<file path="src/rtl/lcd_hd44780_ctrl.sv">
// HD44780 8-bit parallel LCD controller: autonomous power-up init, then one
// command/character byte per valid/ready handshake with RS/E/DB bus timing.
module lcd_hd44780_ctrl #(
  parameter int unsigned POWERUP_CYC   = 2_000_000,
  parameter int unsigned EN_HIGH_CYC   = 25,
  parameter int unsigned CMD_WAIT_CYC  = 2_500,
  parameter int unsigned LONG_WAIT_CYC = 250_000
) (
  input  logic       clk_i,
  input  logic       rst_i,
  input  logic       cmd_valid_i,
  input  logic       cmd_rs_i,
  input  logic [7:0] cmd_byte_i,
  output logic       cmd_ready_o,
  output logic       init_done_o,
  output logic [7:0] lcd_data_o,
  output logic       lcd_rs_o,
  output logic       lcd_en_o
);

  // A zero-length phase still occupies one cycle.
  localparam int unsigned PWR_N  = (POWERUP_CYC   == 0) ? 1 : POWERUP_CYC;
  localparam int unsigned EN_N   = (EN_HIGH_CYC   == 0) ? 1 : EN_HIGH_CYC;
  localparam int unsigned CMD_N  = (CMD_WAIT_CYC  == 0) ? 1 : CMD_WAIT_CYC;
  localparam int unsigned LONG_N = (LONG_WAIT_CYC == 0) ? 1 : LONG_WAIT_CYC;
  localparam int unsigned MAX_A  = (PWR_N > EN_N)   ? PWR_N : EN_N;
  localparam int unsigned MAX_B  = (CMD_N > LONG_N) ? CMD_N : LONG_N;
  localparam int unsigned MAX_N  = (MAX_A > MAX_B)  ? MAX_A : MAX_B;
  localparam int          CNT_W  = (MAX_N > 1) ? $clog2(MAX_N) : 1;

  localparam logic [CNT_W-1:0] PWR_LAST  = CNT_W'(PWR_N - 1);
  localparam logic [CNT_W-1:0] EN_LAST   = CNT_W'(EN_N - 1);
  localparam logic [CNT_W-1:0] CMD_LAST  = CNT_W'(CMD_N - 1);
  localparam logic [CNT_W-1:0] LONG_LAST = CNT_W'(LONG_N - 1);
  localparam logic [2:0]       INIT_LAST = 3'd5;

  typedef enum logic [2:0] {
    S_PWRUP,
    S_SETUP,
    S_EN_HIGH,
    S_WAIT,
    S_IDLE
  } state_e;

  function automatic logic [7:0] init_byte(input logic [2:0] idx);
    case (idx)
      3'd0, 3'd1, 3'd2: init_byte = 8'h38;  // function set: 8-bit, 2 lines
      3'd3:             init_byte = 8'h0C;  // display on, cursor off
      3'd4:             init_byte = 8'h01;  // clear
      default:          init_byte = 8'h06;  // entry mode: increment
    endcase
  endfunction

  state_e           state_q, state_d;
  logic [CNT_W-1:0] cnt_q, cnt_d;
  logic [2:0]       idx_q, idx_d;
  logic [7:0]       data_q, data_d;
  logic             rs_q, rs_d;
  logic             long_q, long_d;
  logic             done_q, done_d;
  logic             en_q, en_d;
  logic             ready_q, ready_d;
  logic [CNT_W-1:0] wait_last;
  logic [2:0]       idx_next;

  assign wait_last = long_q ? LONG_LAST : CMD_LAST;
  assign idx_next  = idx_q + 3'd1;

  always_comb begin
    // NOTE: every variable gets a default first so no path can infer a latch.
    state_d = state_q;
    cnt_d   = cnt_q;
    idx_d   = idx_q;
    data_d  = data_q;
    rs_d    = rs_q;
    long_d  = long_q;
    done_d  = done_q;

    case (state_q)
      S_PWRUP: begin
        if (cnt_q == PWR_LAST) begin
          cnt_d   = '0;
          state_d = S_SETUP;
          idx_d   = 3'd0;
          data_d  = init_byte(3'd0);
          rs_d    = 1'b0;
          long_d  = 1'b1;
        end else begin
          cnt_d = cnt_q + CNT_W'(1);
        end
      end
      S_SETUP: begin
        cnt_d   = '0;
        state_d = S_EN_HIGH;
      end
      S_EN_HIGH: begin
        if (cnt_q == EN_LAST) begin
          cnt_d   = '0;
          state_d = S_WAIT;
        end else begin
          cnt_d = cnt_q + CNT_W'(1);
        end
      end
      S_WAIT: begin
        if (cnt_q == wait_last) begin
          cnt_d = '0;
          if (!done_q && idx_q != INIT_LAST) begin
            state_d = S_SETUP;
            idx_d   = idx_next;
            data_d  = init_byte(idx_next);
            rs_d    = 1'b0;
            long_d  = (init_byte(idx_next) == 8'h01);
          end else begin
            state_d = S_IDLE;
            done_d  = 1'b1;
          end
        end else begin
          cnt_d = cnt_q + CNT_W'(1);
        end
      end
      S_IDLE: begin
        if (cmd_valid_i) begin
          state_d = S_SETUP;
          data_d  = cmd_byte_i;
          rs_d    = cmd_rs_i;
          long_d  = !cmd_rs_i && (cmd_byte_i == 8'h01 || cmd_byte_i == 8'h02);
        end
      end
      default: state_d = S_PWRUP;
    endcase

    // Strobe and ready are registered from the next state to stay glitch-free.
    en_d    = (state_d == S_EN_HIGH);
    ready_d = (state_d == S_IDLE);
  end

  always_ff @(posedge clk_i) begin
    // NOTE: sequential state uses non-blocking assignments so all registers update together.
    if (rst_i) begin
      state_q <= S_PWRUP;
      cnt_q   <= '0;
      idx_q   <= 3'd0;
      data_q  <= 8'h00;
      rs_q    <= 1'b0;
      long_q  <= 1'b0;
      done_q  <= 1'b0;
      en_q    <= 1'b0;
      ready_q <= 1'b0;
    end else begin
      state_q <= state_d;
      cnt_q   <= cnt_d;
      idx_q   <= idx_d;
      data_q  <= data_d;
      rs_q    <= rs_d;
      long_q  <= long_d;
      done_q  <= done_d;
      en_q    <= en_d;
      ready_q <= ready_d;
    end
  end

  assign cmd_ready_o = ready_q;
  assign init_done_o = done_q;
  assign lcd_data_o  = data_q;
  assign lcd_rs_o    = rs_q;
  assign lcd_en_o    = en_q;

endmodule

</file>
<file path="config.mk">
export PLATFORM = sky130hd
export DESIGN_NAME = lcd_hd44780_ctrl
export DESIGN_NICKNAME = d
export VERILOG_FILES = /design/src/rtl/lcd_hd44780_ctrl.sv
export SDC_FILE = /design/constraint.sdc
export NUM_CORES = 1
export LEC_CHECK = 0
export ABC_AREA = 0
export CORE_ASPECT_RATIO = 0.6
export CORE_MARGIN = 2
export CORE_UTILIZATION = 45
export DETAILED_ROUTE_END_ITERATION = 8
export GPL_TIMING_DRIVEN = 0
export HOLD_SLACK_MARGIN = 0.1
export PLACE_DENSITY = 0.66
export SYNTH_ARGS = -nofsm -noshare
export SYNTH_HDL_FRONTEND = slang
export SYNTH_SLANG_ARGS = --single-unit
</file>
<file path="constraint.sdc">
create_clock -name clk_i -period 3.6 [get_ports clk_i]
set_input_delay 0.36 -clock clk_i [delete_from_list [all_inputs] [get_ports clk_i]]
set_output_delay 0.36 -clock clk_i [all_outputs]
set_load 0.02 [all_outputs]
</file>
== Yosys cells after proc, flatten, opt, wreduce, memory -nomap -nowiden ==
Cells that the tools add are included.

* Register bits after elaboration: 40
* Bits in latches: 0
* RAM bits: 0
* ROM bits: 0
* Input port bits: 12
* Output and inout port bits: 12
* Word-level logic and storage cells: 79
* Memories: 0

* Add/sub/neg operators: 2
* Multiply operators: 0
* Div/mod/pow operators: 0
* Order comparisons: 0
* Eq/ne operators: 21
* Shift-type cells: 0
* Mux-type cells: 32
* Bitwise gates (word level): 1
* Reduce and logical (&&, ||, !) cells: 14

{| class="wikitable"
|+ Operators by type and width
! operator !! count
|-
| case mux 21 bit (4 select lines) || 1
|-
| 2-to-1 mux 21 bit || 3
|-
| 2-to-1 mux 8 bit || 5
|-
| 2-to-1 mux 3 bit || 8
|-
| case mux 8 bit (3 select lines) || 1
|-
| adder 21 x 1 -> 21 bit, second input constant || 1
|-
| equality test 21 x 18 -> 1 bit || 1
|-
| equality test 21 bit, second input constant || 1
|-
| equality test 21 x 5 -> 1 bit, second input constant || 1
|-
| 2-to-1 mux 18 bit || 1
|-
| case mux 6 bit (3 select lines) || 1
|-
| equality test 8 x 1 -> 1 bit, second input constant || 2
|-
| equality test 3 x 2 -> 1 bit, second input constant || 5
|-
| case mux 3 bit (5 select lines) || 1
|-
| equality test 3 bit, second input constant || 3
|-
| equality test 8 x 2 -> 1 bit, second input constant || 1
|-
| 2-to-1 mux 1 bit || 8
|-
| != test 2 bit, second input constant || 4
|-
| equality test 3 x 1 -> 1 bit, second input constant || 2
|-
| logical NOT 3 bit || 2
|-
| case mux 1 bit (3 select lines) || 2
|-
| case mux 3 bit (2 select lines) || 1
|-
| AND reduction 5 bit || 1
|-
| AND reduction 4 bit || 1
|-
| other kinds (11) || 13
|}

== Logic depth before layout (Yosys ltp) ==
* Depth after elaboration: 11
* Depth in mapped cells: 9
* Depth with buffers taken out: 8

== Least setup slack after synthesis ==
No wires, ideal clock.

* Path type: register -> register
* Start: register cnt_q[20]
* End: register cnt_q[12]
* Setup time: 0.120 ns
* Arrival time: 2.171 ns
* Required time: 3.480 ns
* Slack: 1.310 ns
* Cell stages (with the launch flop): 7
* Path buffers: 0
* Clock period less this slack: 2.290 ns
* Path through: dfxtp_1 > or4_4 > or4_4 > o21ai_4 > a31oi_4 > and3_1 > a211o_1

* Word-level cells in the longest chain between the ends: 3
* Elaborated cells on any way between the ends: 7
* Classes of those cells: eq/ne: 3; mux: 4

{| class="wikitable"
|+ Ends and longest elaborated chain
! what !! line !! RTL
|-
| start: declaration || 55 || <nowiki>logic [CNT_W-1:0] cnt_q, cnt_d;</nowiki>
|-
| start signal: assignment || 151 || <nowiki>cnt_q <= cnt_d;</nowiki>
|-
| equality test 21 x 18 -> 1 bit, or another cell as far along || 105 || <nowiki>if (cnt_q == wait_last) begin</nowiki>
|-
| 2-to-1 mux 21 bit (on tied branches) || 105, 81, 97 ||
|-
| case mux 21 bit (4 select lines) (*) || 79 || <nowiki>case (state_q)</nowiki>
|}

Mark *: on every way between the ends. The rest lies on a longest branch, timed or not.
A chain may end at the register's enable or synchronous reset.

== Worst setup path in the final report ==
* Start: register cnt_q[14]
* End: register cnt_q[10]

Same word-level chain as after synthesis.

==> flow_metrics.py <==
metrics = {
    "critical_path": {
        "critPathRequiredTime_ps": 3760,
        "end_kind": "register",
        "cp_max_fo": 10,
        "crit_arrival_ps": 2710,
        "crit_chain": "clkbuf_1 > or4_1 > or3_1 > o21ai_4 > a31oi_4 > buf_2 > a21oi_1 > a21oi_1",
        "path_buf_inv": 2,
        "crit_top_cell": "a21oi_1",
        "crit_slowest_cell": "or4_1",
        "critPathLaunchType": "register",
        "reg2reg_setup_slack_ps": 1050,
        "worstSetupPathType": "register to register",
        "crit_path_max_incr_delay_ps": 590,
        "crit_family": "simple AND/OR/NAND/NOR gates",
    },
    "floorplan": {
        "die_h_um": 59.3,
        "core_sq_um": 4980,
        "top_level_ports": 24,
        "dieArea_sq_um": 5700,
        "initial_core_util_pct": 46.0,
        "rows": 20,
        "die_x_um": 96.1,
    },
    "sta": {
        "grt_setup_unrepaired": "no",
        "setup_viol": 0,
        "tightest_slew_ps": 673,
        "slew_headroom_pct": 54.8,
        "skew_ps": 4.45,
        "layout_min_cycle_time_ps": 2550,
        "holdWs_ps": 459,
        "maxSlewViolCount": 0,
        "finalCritPeriodShare_pct": 70.8,
        "max_freq_mhz": 392,
        "tns_ps": 0,
        "hold_viol": 0,
    },
    "global_routing": {
        "grt_pass1_wl_mm": 9.73,
        "overflow": 0,
        "antenna_found_initial": 0,
        "grt_pass1_vias": 1893,
        "grt_max_degree": 13,
        "grtUsageTotal_pct": 22.6,
    },
    "cts": {
        "numClockSinks": 40,
        "cts-hold-fix-buffers": 0,
        "cts-root-buf": "clkbuf_8",
        "clk_pin_slew_ps": 80,
        "postCtsSetupRepairBufs": 0,
        "cts_buffer_depth": 2,
        "cts_tree": "built",
        "htree_levels": 2,
        "clock_latency_ps": 290,
        "cts_resized": 0,
        "cts_buffers": 5,
    },
    "synthesis": {
        "synth_xor_xnor_area_share_pct": 2.68,
        "synth_compound_area_share_pct": 21.6,
        "synth_fp_nets": 309,
        "async_flop_share_pct": 0,
        "synthSimpleGateAreaFrac_pct": 28.6,
        "ys_ff_latch": 40,
        "ys_warn_count": 0,
        "synth_area_sq_um": 2290,
        "syn_inst": 289,
        "postSynthAreaPerCell_sq_um": 7.93,
        "synth_fa_ha_area_share_pct": 4.37,
        "synth_edf_count": 0,
        "synth_ff_type": "dfxtp_1",
        "synth.yosys.seq_area_share_pct": 35.0,
        "synthDistinctLibCells": 53,
        "synth_top_family_by_area": "simple AND/OR/NAND/NOR gates",
        "synthMuxAreaShare_pct": 2.18,
    },
    "placement": {
        "port_buffers": 22,
        "dpl.hpwl_mm": 4.50,
        "gp_congestion": 0.875,
    },
    "layout": {
        "final_layout_size_suffix_gt1_share_pct": 6.92,
        "final_cell_mix": "dfxtp_1 (40), nor2_1 (29), nand2_1 (29)",
        "syn_to_final_growth_pct": 18.8,
        "fillCellCount": 471,
        "layout_commonest_cell": "dfxtp_1",
        "regArea_sq_um": 801,
        "fin_nets": 338,
        "num_antenna_cells": 0,
        "multi_input_area_sq_um": 1360,
    },
    "power": {
        "leakage_nw": 0.968,
        "irDropWorstVdd_mv": 0.228,
        "power.density_nw_per_um2": 340,
    },
    "drt": {
        "wl_per_cell_um": 15.5,
        "totalWireLength_mm": 5.96,
        "vias": 2241,
        "firstDrtPassIters": 4,
        "via_per_inst": 5.84,
        "drtAntennaViolNets": 0,
        "drt-initial-drc-count": 223,
        "post-route-drc-count": 0,
    },
    "flow_run": {
        "maxCapViolCount": 0,
    },
    "run_status": {
        "status": "complete, no violations",
    },
    "hold_path": {
        "hold_path_class": "register to register",
    },
}
## registers in the layout, indices dropped and copies added, names as in the netlist
name / cells
cmd_ready_o: 1
cnt_q: 21
idx_q: 3
init_done_o: 1
lcd_data_o: 8
lcd_en_o: 1
lcd_rs_o: 1
long_q: 1
state_q: 3
## area by class of cell
cell class	instances	area share (%)
Multi-Input combinational cell	218	50.0
Sequential cell	40	29.4
Timing Repair Buffer	22	8.09
Tap cell	66	3.03
Buffer	16	2.71
Clock buffer	5	2.53
Clock inverter	2	2.21
Inverter	15	2.07
## worst paths after layout
| path | start | end | cells after the start |
|---|---|---|---|
| worst max register to register | cnt_q[14] | cnt_q[10] | 8 |
| worst max-delay path | cnt_q[14] | cnt_q[10] | 8 |
| worst min-delay path | lcd_data_o[3] | lcd_data_o[3] | 2 |
| worst min register to register | lcd_data_o[3] | lcd_data_o[3] | 2 |
## Yosys cell counts (all sizes together), types with 2 or more instances
cell	count	area [sq um]
dfxtp	40	801
nand2	29	109
nor2	29	109
nand3	21	105
a21oi	19	95.1
inv	15	56.3
o21ai	14	81.3
clkbuf	12	45.0
nor3	9	45.0
ha	8	100
and3	7	43.8
or3	6	37.5
mux2i	5	50.1
nand4	5	31.3
o311ai	5	43.8
or4	5	45.0
a221oi	4	35.0
buf	4	28.8
or2	4	25.0
xor2	4	35.0
a211o	3	26.3
a21o	3	22.5
a31o	3	26.3
a31oi	3	33.8
nor4	3	18.8
xnor2	3	26.3
a22o	2	17.5
and2	2	12.5
nor2b	2	12.5
o2bb2ai	2	17.5
## metal layers
layer / vias to the layer above / GRT usage, % / share of wire [%]
li1: 1117 / - / -
met1: 1038 / 38.3 / 57
met2: 82 / 27.6 / 34
met3: 4 / 5.22 / 8.6
met5: - / 0 / 0
met4: 0 / 4.29 / 0.50
## where the power goes
| group | switching [W] | internal [W] |
|---|---|---|
| Combinational | 0.0000247 | 0.0000206 |
| Sequential | 0.00000304 | 0.000445 |
| Clock | 0.000160 | 0.000273 |
## logic make-up (layout without fill, tap and decap cells)
group / count (synthesis) / after routing
fa+ha+maj: 8 / 8
xor+xnor: 7 / 7
mux: 5 / 5
compound gates: 69 / 69
flops: 40 / 40
buf+inv: 31 / 60
simple gates: 129 / 129
## worst register-to-register path: cells and delay by family (launching register included)
family                 cells  cell delay, ps
AO/OA/AOI/OAI              4             680
buffers and inverters      2             420
flip-flops                 1             310
AND/OR/NAND/NOR            2            1020
## per-stage QoR
step           area (sq um)  power, W  std cells  util [%]  setup WS [ps]
3_5_place_dp           2590  0.000503        377      52.1           1110
4_1_cts                2720  0.000932        384      54.7           1080
2_1_floorplan          2290  0.000481        289         -           1310
6_report               2720  0.000926        384      54.7           1050
5_1_grt                2720  0.000955        384      54.7            830
3_3_place_gp           2590  0.000502        377      52.1           1100
(Power assumes the default switching activity.)
